$ cat config.mk
export PLATFORM = sky130hd
export DESIGN_NAME = pht_predictor
export DESIGN_NICKNAME = d
export VERILOG_FILES = /design/src/rtl/bp_pkg.sv /design/src/rtl/bp_inflight_fifo.sv /design/src/rtl/pht_predictor.sv
export SDC_FILE = /design/constraint.sdc
export NUM_CORES = 1
export LEC_CHECK = 0
export CAP_MARGIN = 40
export CORE_MARGIN = 8
export CORE_UTILIZATION = 60
export CTS_BUF_LIST = sky130_fd_sc_hd__clkbuf_4 sky130_fd_sc_hd__clkbuf_8
export CTS_CLUSTER_DIAMETER = 80
export DETAILED_ROUTE_END_ITERATION = 16
export PLACE_DENSITY = 0.91
export SYNTH_ARGS = -nofsm -noshare
export SYNTH_HDL_FRONTEND = slang
export SYNTH_SLANG_ARGS = --single-unit
$ cat constraint.sdc
create_clock -name CLOCK -period 7.9 [get_ports CLOCK]
set_input_delay 1.185 -clock CLOCK [delete_from_list [all_inputs] [get_ports CLOCK]]
set_output_delay 1.185 -clock CLOCK [all_outputs]
set_load 0.005 [all_outputs]
$ cat src/rtl/bp_pkg.sv
// Branch predictor shared types: 2-bit saturating counter, its encodings,
// the update rule and the in-flight queue entry layout.
package bp_pkg;

  localparam int unsigned HIST_BITS = 4;

  typedef logic [1:0] ctr_t;

  localparam ctr_t CTR_SNT = 2'b00;  // strongly not-taken
  localparam ctr_t CTR_WNT = 2'b01;  // weakly not-taken
  localparam ctr_t CTR_WT  = 2'b10;  // weakly taken
  localparam ctr_t CTR_ST  = 2'b11;  // strongly taken

  typedef struct packed {
    logic [HIST_BITS-1:0] idx;
    logic                 pred;
  } pht_entry_t;

  // Saturating step toward the resolved direction
  function automatic ctr_t sat_update(input ctr_t ctr, input logic taken);
    ctr_t res;
    res = ctr;
    if (taken) begin
      if (ctr != CTR_ST) res = ctr + 2'd1;
    end else begin
      if (ctr != CTR_SNT) res = ctr - 2'd1;
    end
    return res;
  endfunction

endpackage

$ cat src/rtl/bp_inflight_fifo.sv
// Synchronous FIFO holding outstanding predictions; push is ignored when full
// and pop is ignored when empty. DEPTH must be a power of two (>= 2).
module bp_inflight_fifo #(
  parameter int unsigned DATA_W = 5,
  parameter int unsigned DEPTH  = 4
) (
  input  logic                       clk,
  input  logic                       rst,
  input  logic                       push,
  input  logic                       pop,
  input  logic [DATA_W-1:0]          push_data,
  output logic [DATA_W-1:0]          head_data_c,
  output logic                       full_c,
  output logic                       empty_c,
  output logic [$clog2(DEPTH):0]     count
);

  localparam int unsigned AW = $clog2(DEPTH);
  localparam int unsigned CW = AW + 1;

  logic [DATA_W-1:0] mem_q [DEPTH];
  logic [DATA_W-1:0] mem_d [DEPTH];
  logic [AW-1:0]     wr_ptr_q, wr_ptr_d;
  logic [AW-1:0]     rd_ptr_q, rd_ptr_d;
  logic [CW-1:0]     count_q, count_d;
  logic              push_ok, pop_ok;

  assign full_c      = (count_q == CW'(DEPTH));
  assign empty_c     = (count_q == '0);
  assign head_data_c = mem_q[rd_ptr_q];
  assign count       = count_q;
  assign push_ok     = push && !full_c;
  assign pop_ok      = pop && !empty_c;

  // Pointer, storage and occupancy next-state; pointers wrap naturally
  always_comb begin
    mem_d    = mem_q;
    wr_ptr_d = wr_ptr_q;
    rd_ptr_d = rd_ptr_q;
    count_d  = count_q;
    if (push_ok) begin
      mem_d[wr_ptr_q] = push_data;
      wr_ptr_d        = wr_ptr_q + AW'(1);
    end
    if (pop_ok) begin
      rd_ptr_d = rd_ptr_q + AW'(1);
    end
    case ({push_ok, pop_ok})
      2'b10:   count_d = count_q + CW'(1);
      2'b01:   count_d = count_q - CW'(1);
      default: count_d = count_q;
    endcase
  end

  // State registers with synchronous reset
  always_ff @(posedge clk) begin
    if (rst) begin
      for (int i = 0; i < int'(DEPTH); i++) mem_q[i] <= '0;
      wr_ptr_q <= '0;
      rd_ptr_q <= '0;
      count_q  <= '0;
    end else begin
      mem_q    <= mem_d;
      wr_ptr_q <= wr_ptr_d;
      rd_ptr_q <= rd_ptr_d;
      count_q  <= count_d;
    end
  end

endmodule

$ cat src/rtl/pht_predictor.sv
// Pattern history table of 2-bit saturating counters indexed by global
// history, with an in-flight queue so resolution only needs the outcome.
// Optional macro PHT_GSHARE_EN: index = column ^ PC[HIST_BITS+1:2].
module pht_predictor
  import bp_pkg::*;
#(
  parameter int unsigned HIST_BITS  = bp_pkg::HIST_BITS,
  parameter int unsigned FIFO_DEPTH = 4,
  parameter logic [1:0]  CTR_INIT   = 2'b01
) (
  input  logic                          CLOCK,
  input  logic                          INIT,
  input  logic                          LOOKUP,
  input  logic [31:0]                   PC,
  input  logic [HIST_BITS-1:0]          column,
  output logic                          LOOKUP_READY,
  output logic                          PREDICT_VALID,
  output logic                          PREDICT,
  input  logic                          RESOLVE,
  input  logic                          OUTCOME,
  output logic                          MISPREDICT,
  output logic                          RESOLVE_ERR,
  output logic [$clog2(FIFO_DEPTH):0]   INFLIGHT
);

  localparam int unsigned TBL_SIZE = 1 << HIST_BITS;
  localparam int unsigned ENTRY_W  = HIST_BITS + 1;

  typedef struct packed {
    logic [HIST_BITS-1:0] idx;
    logic                 pred;
  } entry_t;

  ctr_t   ctr_q [TBL_SIZE];
  ctr_t   ctr_d [TBL_SIZE];
  logic   predict_valid_q, predict_valid_d;
  logic   predict_q, predict_d;
  logic   mispredict_q, mispredict_d;
  logic   resolve_err_q, resolve_err_d;

  logic [HIST_BITS-1:0] idx_c;
  logic                 lookup_acc_c;
  logic                 resolve_acc_c;
  logic                 fifo_full_c;
  logic                 fifo_empty_c;
  logic [ENTRY_W-1:0]   head_raw_c;
  entry_t               head_c;
  entry_t               push_entry_c;
  logic                 unused_pc;

`ifdef PHT_GSHARE_EN
  assign idx_c     = column ^ PC[HIST_BITS+1:2];
  assign unused_pc = ^{PC[31:HIST_BITS+2], PC[1:0]};
`else
  assign idx_c     = column;
  assign unused_pc = ^PC;
`endif

  assign head_c        = entry_t'(head_raw_c);
  assign LOOKUP_READY  = !fifo_full_c;
  assign lookup_acc_c  = LOOKUP && !fifo_full_c;
  assign resolve_acc_c = RESOLVE && !fifo_empty_c;

  bp_inflight_fifo #(
    .DATA_W (ENTRY_W),
    .DEPTH  (FIFO_DEPTH)
  ) u_fifo (
    .clk         (CLOCK),
    .rst         (INIT),
    .push        (lookup_acc_c),
    .pop         (resolve_acc_c),
    .push_data   (ENTRY_W'(push_entry_c)),
    .head_data_c (head_raw_c),
    .full_c      (fifo_full_c),
    .empty_c     (fifo_empty_c),
    .count       (INFLIGHT)
  );

  // Counter update on resolve, then lookup reads the updated table (write-first)
  always_comb begin
    ctr_d           = ctr_q;
    predict_valid_d = 1'b0;
    predict_d       = 1'b0;
    mispredict_d    = 1'b0;
    resolve_err_d   = 1'b0;
    push_entry_c    = '0;
    if (resolve_acc_c) begin
      ctr_d[head_c.idx] = sat_update(ctr_q[head_c.idx], OUTCOME);
      mispredict_d      = (head_c.pred != OUTCOME);
    end
    if (RESOLVE && fifo_empty_c) begin
      resolve_err_d = 1'b1;
    end
    if (lookup_acc_c) begin
      predict_valid_d   = 1'b1;
      predict_d         = ctr_d[idx_c][1];
      push_entry_c.idx  = idx_c;
      push_entry_c.pred = ctr_d[idx_c][1];
    end
  end

  // Table and output registers with synchronous reset
  always_ff @(posedge CLOCK) begin
    if (INIT) begin
      for (int i = 0; i < int'(TBL_SIZE); i++) ctr_q[i] <= CTR_INIT;
      predict_valid_q <= 1'b0;
      predict_q       <= 1'b0;
      mispredict_q    <= 1'b0;
      resolve_err_q   <= 1'b0;
    end else begin
      ctr_q           <= ctr_d;
      predict_valid_q <= predict_valid_d;
      predict_q       <= predict_d;
      mispredict_q    <= mispredict_d;
      resolve_err_q   <= resolve_err_d;
    end
  end

  assign PREDICT_VALID = predict_valid_q;
  assign PREDICT       = predict_q;
  assign MISPREDICT    = mispredict_q;
  assign RESOLVE_ERR   = resolve_err_q;

endmodule

Word-level counts from Yosys, hierarchy flattened:

Index checks and enable logic that the tools add are counted.
W data, S select, Z words.

* register bits after elaboration: 63
* bits in latches: 0
* memory bits (writable): 0
* ROM bits: 0
* input bits: 41
* logic and storage cells: 88
* memories kept: 0

* add/subtract/negate cells: 6
* multipliers: 0
* div/mod/pow operators: 0
* magnitude comparators: 6
* equality and inequality tests: 5
* shift operators: 0
* multiplexer cells: 24
* bitwise logic cells: 6
* reductions and logical operators: 14

Operator list (count)
* $bwmux W32: 1
* $mux W32: 1
* $bwmux W20: 1
* $mux W5: 4
* $mux W2: 9
* $bmux W2 S4: 2
* $bmux W5 S2: 1
* $demux W5 S2: 1
* $ge A5 B5 Y1 const B: 2
* $not A4 Y5: 2
* $demux W2 S4: 1
* $logic_and A1 B1 Y1: 7
* $add A2 B1 Y2 const B: 3
* $ge A3 B3 Y1 const B: 2
* $not A2 Y3: 2
* $pmux W3 S2: 1
* $lt A5 B1 Y1 const B: 1
* $reduce_bool A2 Y1: 2
* $reduce_or A2 Y1: 2
* $add A3 B1 Y3 const B: 1
* $eq A3 B3 Y1 const B: 1
* $logic_not A3 Y1: 1
* $lt A3 B1 Y1 const B: 1
* $sub A3 B1 Y3 const B: 1
* other kinds (8): 11

Longest topological paths before layout:

* depth after elaboration: 19
* mapped depth: 12
* depth with buffers taken out: 10

By module:

A second synthesis with hierarchy kept.

* cell total of the unflattened synthesis: 352
* area, all modules: 3387.0 um2

Modules (own cells, without submodules)
* pht_predictor: instances 1, cells each 226, area each 2028.2 um2, seq. area each 720.7 um2
* bp_inflight_fifo: instances 1, cells each 126, area each 1358.8 um2, seq. area each 540.5 um2

Worst setup path before layout:

Ideal clock, no wire load.

* path type: in2reg
* from: in LOOKUP
* to: reg u_fifo.count_q[2], in the netlist u_fifo.count[2]
* setup time: 0.071 ns
* data arrival time: 2.966 ns
* path slack: 4.863 ns
* stages on the path: 10
* path through: and2_1 > clkbuf_1 > clkbuf_1 > inv_1 > ha_1 > inv_1 > fa_1 > xor2_1 > or3_1 > a21oi_1

* longest elaborated chain between the ends: 4
* elaborated cells on any way between the ends: 6
* those cells by class: eq/ne: 2; mux: 1; reduce/logical: 3

RTL lines
* start, declared: RTL line pht_predictor.sv:13 `input logic LOOKUP,`
* $logic_and A1 B1 Y1 *: RTL line pht_predictor.sv:61 `assign lookup_acc_c = LOOKUP && !fifo_full_c;`
* $logic_and A1 B1 Y1 *: RTL line bp_inflight_fifo.sv:32 `assign push_ok = push && !full_c;`
* $eq A2 B1 Y1 or $eq A2 B2 Y1 (tied branches): RTL line bp_inflight_fifo.sv:48 `case ({push_ok, pop_ok})`
* $pmux W3 S2 or $reduce_bool A2 Y1 (tied branches)
* end signal, assigned: RTL line bp_inflight_fifo.sv:66 `count_q <= count_d;`
* end, declared: RTL line bp_inflight_fifo.sv:25 `logic [CW-1:0] count_q, count_d;`

Mark *: on every way between the ends. The rest lies on a longest branch, timed or not.
A chain may end at the register's enable or synchronous reset.

Worst setup path in the final report:

* from: reg u_fifo.rd_ptr_q[0]
* to: reg predict_q, in the netlist PREDICT

* longest elaborated chain between the ends: 17
* elaborated cells on any way between the ends: 26
* those cells by class: add/sub: 2; order compare: 2; eq/ne: 1; mux: 17; bitwise: 2; reduce/logical: 2

RTL lines
* start, declared: RTL line bp_inflight_fifo.sv:24 `logic [AW-1:0] rd_ptr_q, rd_ptr_d;`
* start signal, assigned: RTL line bp_inflight_fifo.sv:65 `rd_ptr_q <= rd_ptr_d;`
* $not A2 Y3 (implied by the code) *: RTL line bp_inflight_fifo.sv:30 `assign head_data_c = mem_q[rd_ptr_q];`
* $bmux W5 S2 *: RTL line bp_inflight_fifo.sv:30
* $mux W5 (implied by the code) * (2 in series): RTL line bp_inflight_fifo.sv:30
* $not A4 Y5 (implied by the code) *: RTL line pht_predictor.sv:88 `ctr_d[head_c.idx] = sat_update(ctr_q[head_c.idx], OUTCOME);`
* $bmux W2 S4: RTL line pht_predictor.sv:88
* $mux W2 (implied by the code) (2 in series): RTL line pht_predictor.sv:88
* $sub A2 B1 Y2, or another cell as far along: RTL line bp_pkg.sv:26 `if (ctr != CTR_SNT) res = ctr - 2'd1;`
* $mux W2 (on tied branches): RTL line bp_pkg.sv:26, bp_pkg.sv:24
* $mux W2: RTL line bp_pkg.sv:23 `if (taken) begin`
* $mux W2: RTL line pht_predictor.sv:87 `if (resolve_acc_c) begin`
* $bwmux W32 *: RTL line pht_predictor.sv:88
* $mux W32 *: RTL line pht_predictor.sv:87
* $bmux W2 S4 *: RTL line pht_predictor.sv:96 `predict_d = ctr_d[idx_c][1];`
* $mux W2 (implied by the code) * (2 in series): RTL line pht_predictor.sv:96
* end signal, assigned: RTL line pht_predictor.sv:113 `predict_q <= predict_d;`
* end, declared: RTL line pht_predictor.sv:37 `logic predict_q, predict_d;`

Mark *: on every way between the ends. The rest lies on a longest branch, timed or not. The select of a mux whose other input is x is not followed.

==> run metrics <==
top post-synthesis cells by area=dfxtp_1 (38%), a21oi_1 (7.7%), nor2_1 (7.0%); Total GRT Usage=20.3%; final setup fails=0; vias in the first global route=2863; fin. max-slew vios=0; Clock power frac=28.7%; cell taking the most area after synthesis=dfxtp_1; Worst EP arrival=4.01 ns; clk_lat worst skew=0.36 ns; Die X=90.3 um; design area=0.00365 mm^2; proportion of netlist area held by the largest area contributor=38.1%; DP Wirelength=5620 um; Sequential Power Share=38.7%; drt drc=0; Synth Warn #=0; antenna viol nets, final=0; critical path peak fanout=24; CP required=8.11 ns; buffer count from post-CTS setup fixing=0; routed vias=3055; Setup Total Neg Slack=0 ns; Worst-Margin Slew=0.945 ns; Leakage=0.00123 uW; Hold/Removal Path Class=flip-flop to flip-flop; Layout Nets=450; placed cell count=464; clock skew=0.00864 ns; fillers=422; most used standard cell by instance count after synthesis=dfxtp_1; layout cell share with drive strength beyond 1=8.82%; Fin. Hold Viols=0; Worst setup SP type=flip-flop; Fmax=263 MHz; period utilization=48.2%; Gate power share=32.6%; H-Tree Depth=3; Ant. Diodes=0; CORE AREA=0.00541 mm^2; Primary FF master, synth=dfxtp_1; Layout Utilization=67.5%; Avg Vias per Cell=6.36; Initial Util=61.3%; CTS root buffer=clkbuf_8; post-cts repair resize count=0; CTS max path bufs=2; Sw Ratio=36.2%; total CTS buffers=9; Max rail drop VDD=204 uV; FFs w/ async S/R, synth=0%; commonest cells in the netlist=dfxtp_1 (63), nor2_1 (62), a21oi_1 (51); first-pass GRT wire length=13500 um; worst rel slew slack=36.4%; status=finished, final reports clean; Worst-path clk slew=0.07 ns; Synth Register Bits=63; syn avg cell area=8.27 um^2; Post-Route WL=8330 um; antenna violations before repair=0; Max-Cap Viols=0; Sink Count=63; Rows=27; Initial DRT Pass Iterations=5; synthesized cell area=0.00331 mm^2; die footprint=0.00816 mm^2; Synth-to-Final Area Change=10.1%; Final Non-Filler Cells=480; critical path class=flip-flop to flip-flop; crit path time final=3.81 ns; CTS tree=done; Mapped Nets=448; Seq/Total Area, Yosys=38.1%; EDFF count, synth=0; synth unique cells=52; Initial DRC Count=472; sw power=354 uW; GPL Wtd Cong=0.881; Fin Hold WS=0.458 ns; Port Buffers=16; DIE HEIGHT=90.3 um; placed inst area=0.00345 mm^2; Power Density=268 mW/mm^2; RSZ-0062 raised after global routing=false; io pins=49; largest net degree at the start of global routing=35; GRT overflow=0; CP Capture Type=flip-flop; cts hold-fix bufs=0; Pint=625 uW; post-DR wirelength/cell=17.4 um; Post-Syn Instances=401
==> cell type report <==
type | count | area, um^2 | share of cell area (%)
clock buffer | 10 | 138 | 3.77
clock inverter | 6 | 60.1 | 1.65
inverter | 10 | 37.5 | 1.03
multi-input combinational | 301 | 1870 | 51.3
sequential | 63 | 1260 | 34.6
tap | 72 | 90.1 | 2.47
timing repair buffer | 18 | 190 | 5.21
==> cell usage in the layout, fill, tap and decap left out, types with 4 or more instances in the layout <==
| cell type | count |
|---|---|
| dfxtp_1 | 63 |
| nor2_1 | 62 |
| a21oi_1 | 51 |
| nand2_1 | 46 |
| nand3_1 | 19 |
| a211o_1 | 18 |
| clkdlybuf4s50_1 | 15 |
| mux2i_1 | 13 |
| clkbuf_8 | 10 |
| inv_1 | 9 |
| a311oi_1 | 9 |
| mux4_2 | 5 |
| o22ai_1 | 5 |
| a31oi_1 | 5 |
| ha_1 | 5 |
| nor3_1 | 4 |
| o21ai_0 | 4 |
| xnor2_1 | 4 |
| or2_2 | 4 |
==> sequential cells by signal, indices dropped and copies added (netlist names) <==
name,count
u_fifo.count,3
RESOLVE_ERR,1
PREDICT_VALID,1
PREDICT,1
u_fifo.mem_q,20
ctr_q,32
u_fifo.wr_ptr_q,2
MISPREDICT,1
u_fifo.rd_ptr_q,2
==> power groups by stage <==
| stage | Combinational, uW | Clock [uW] | Sequential, uW |
|---|---|---|---|
| 3_3_place_gp | 293 | 0 | 384 |
| 6_report | 319 | 281 | 379 |
| 3_5_place_dp | 309 | 0 | 385 |
| 5_1_grt | 344 | 299 | 385 |
| 2_1_floorplan | 254 | 0 | 373 |
| 4_1_cts | 312 | 282 | 378 |
==> logic make-up (layout without fill, tap and decap cells) <==
| kind of cell | Yosys count | count (layout) | share of synthesized area, % |
|---|---|---|---|
| buf+inv | 37 | 44 | 5.47 |
| mux | 22 | 22 | 8.80 |
| simple gates | 156 | 156 | 21.2 |
| fa+ha+maj | 10 | 10 | 3.81 |
| compound gates | 106 | 106 | 20.8 |
| xor+xnor | 7 | 7 | 1.85 |
| flops | 63 | 63 | 38.1 |
==> worst max-delay path: stages, from the launching register on <==
cell      delay (ns)
dfxtp_1         0.57
mux4_2          0.88
mux2i_1         0.28
nor3_1          0.08
nor4_1          0.33
maj3_1          0.55
o21ai_0         0.19
a32oi_1         0.58
a311oi_1        0.19
==> worst paths after layout <==
check                                  endpoint  cells after the start  slack, ns          startpoint
worst min register to register  u_fifo.mem_q[1]                      2       0.46     u_fifo.mem_q[1]
worst max register to register          PREDICT                      8       4.09  u_fifo.rd_ptr_q[0]
worst max-delay path                    PREDICT                      8       4.09  u_fifo.rd_ptr_q[0]
worst min-delay path            u_fifo.mem_q[1]                      2       0.46     u_fifo.mem_q[1]
==> stage by stage <==
step | setup slack [ns] | power [uW]
floorplan | 4.86 | 627
global placement | 3.95 | 677
finish | 4.09 | 979
global route | 3.82 | 1030
CTS | 4.20 | 973
detailed placement | 3.87 | 695
==> per-layer routing <==
metal  share of wire (%)  vias to the layer above  global-route usage, %
met4                 3.4                        0                   9.85
met1                  41                     1441                   23.5
met3                 6.8                       34                   6.07
met2                  49                      150                   33.3
li1                    -                     1430                      -
met5                   0                        -                      0
Power figures use the tool's default switching activity.
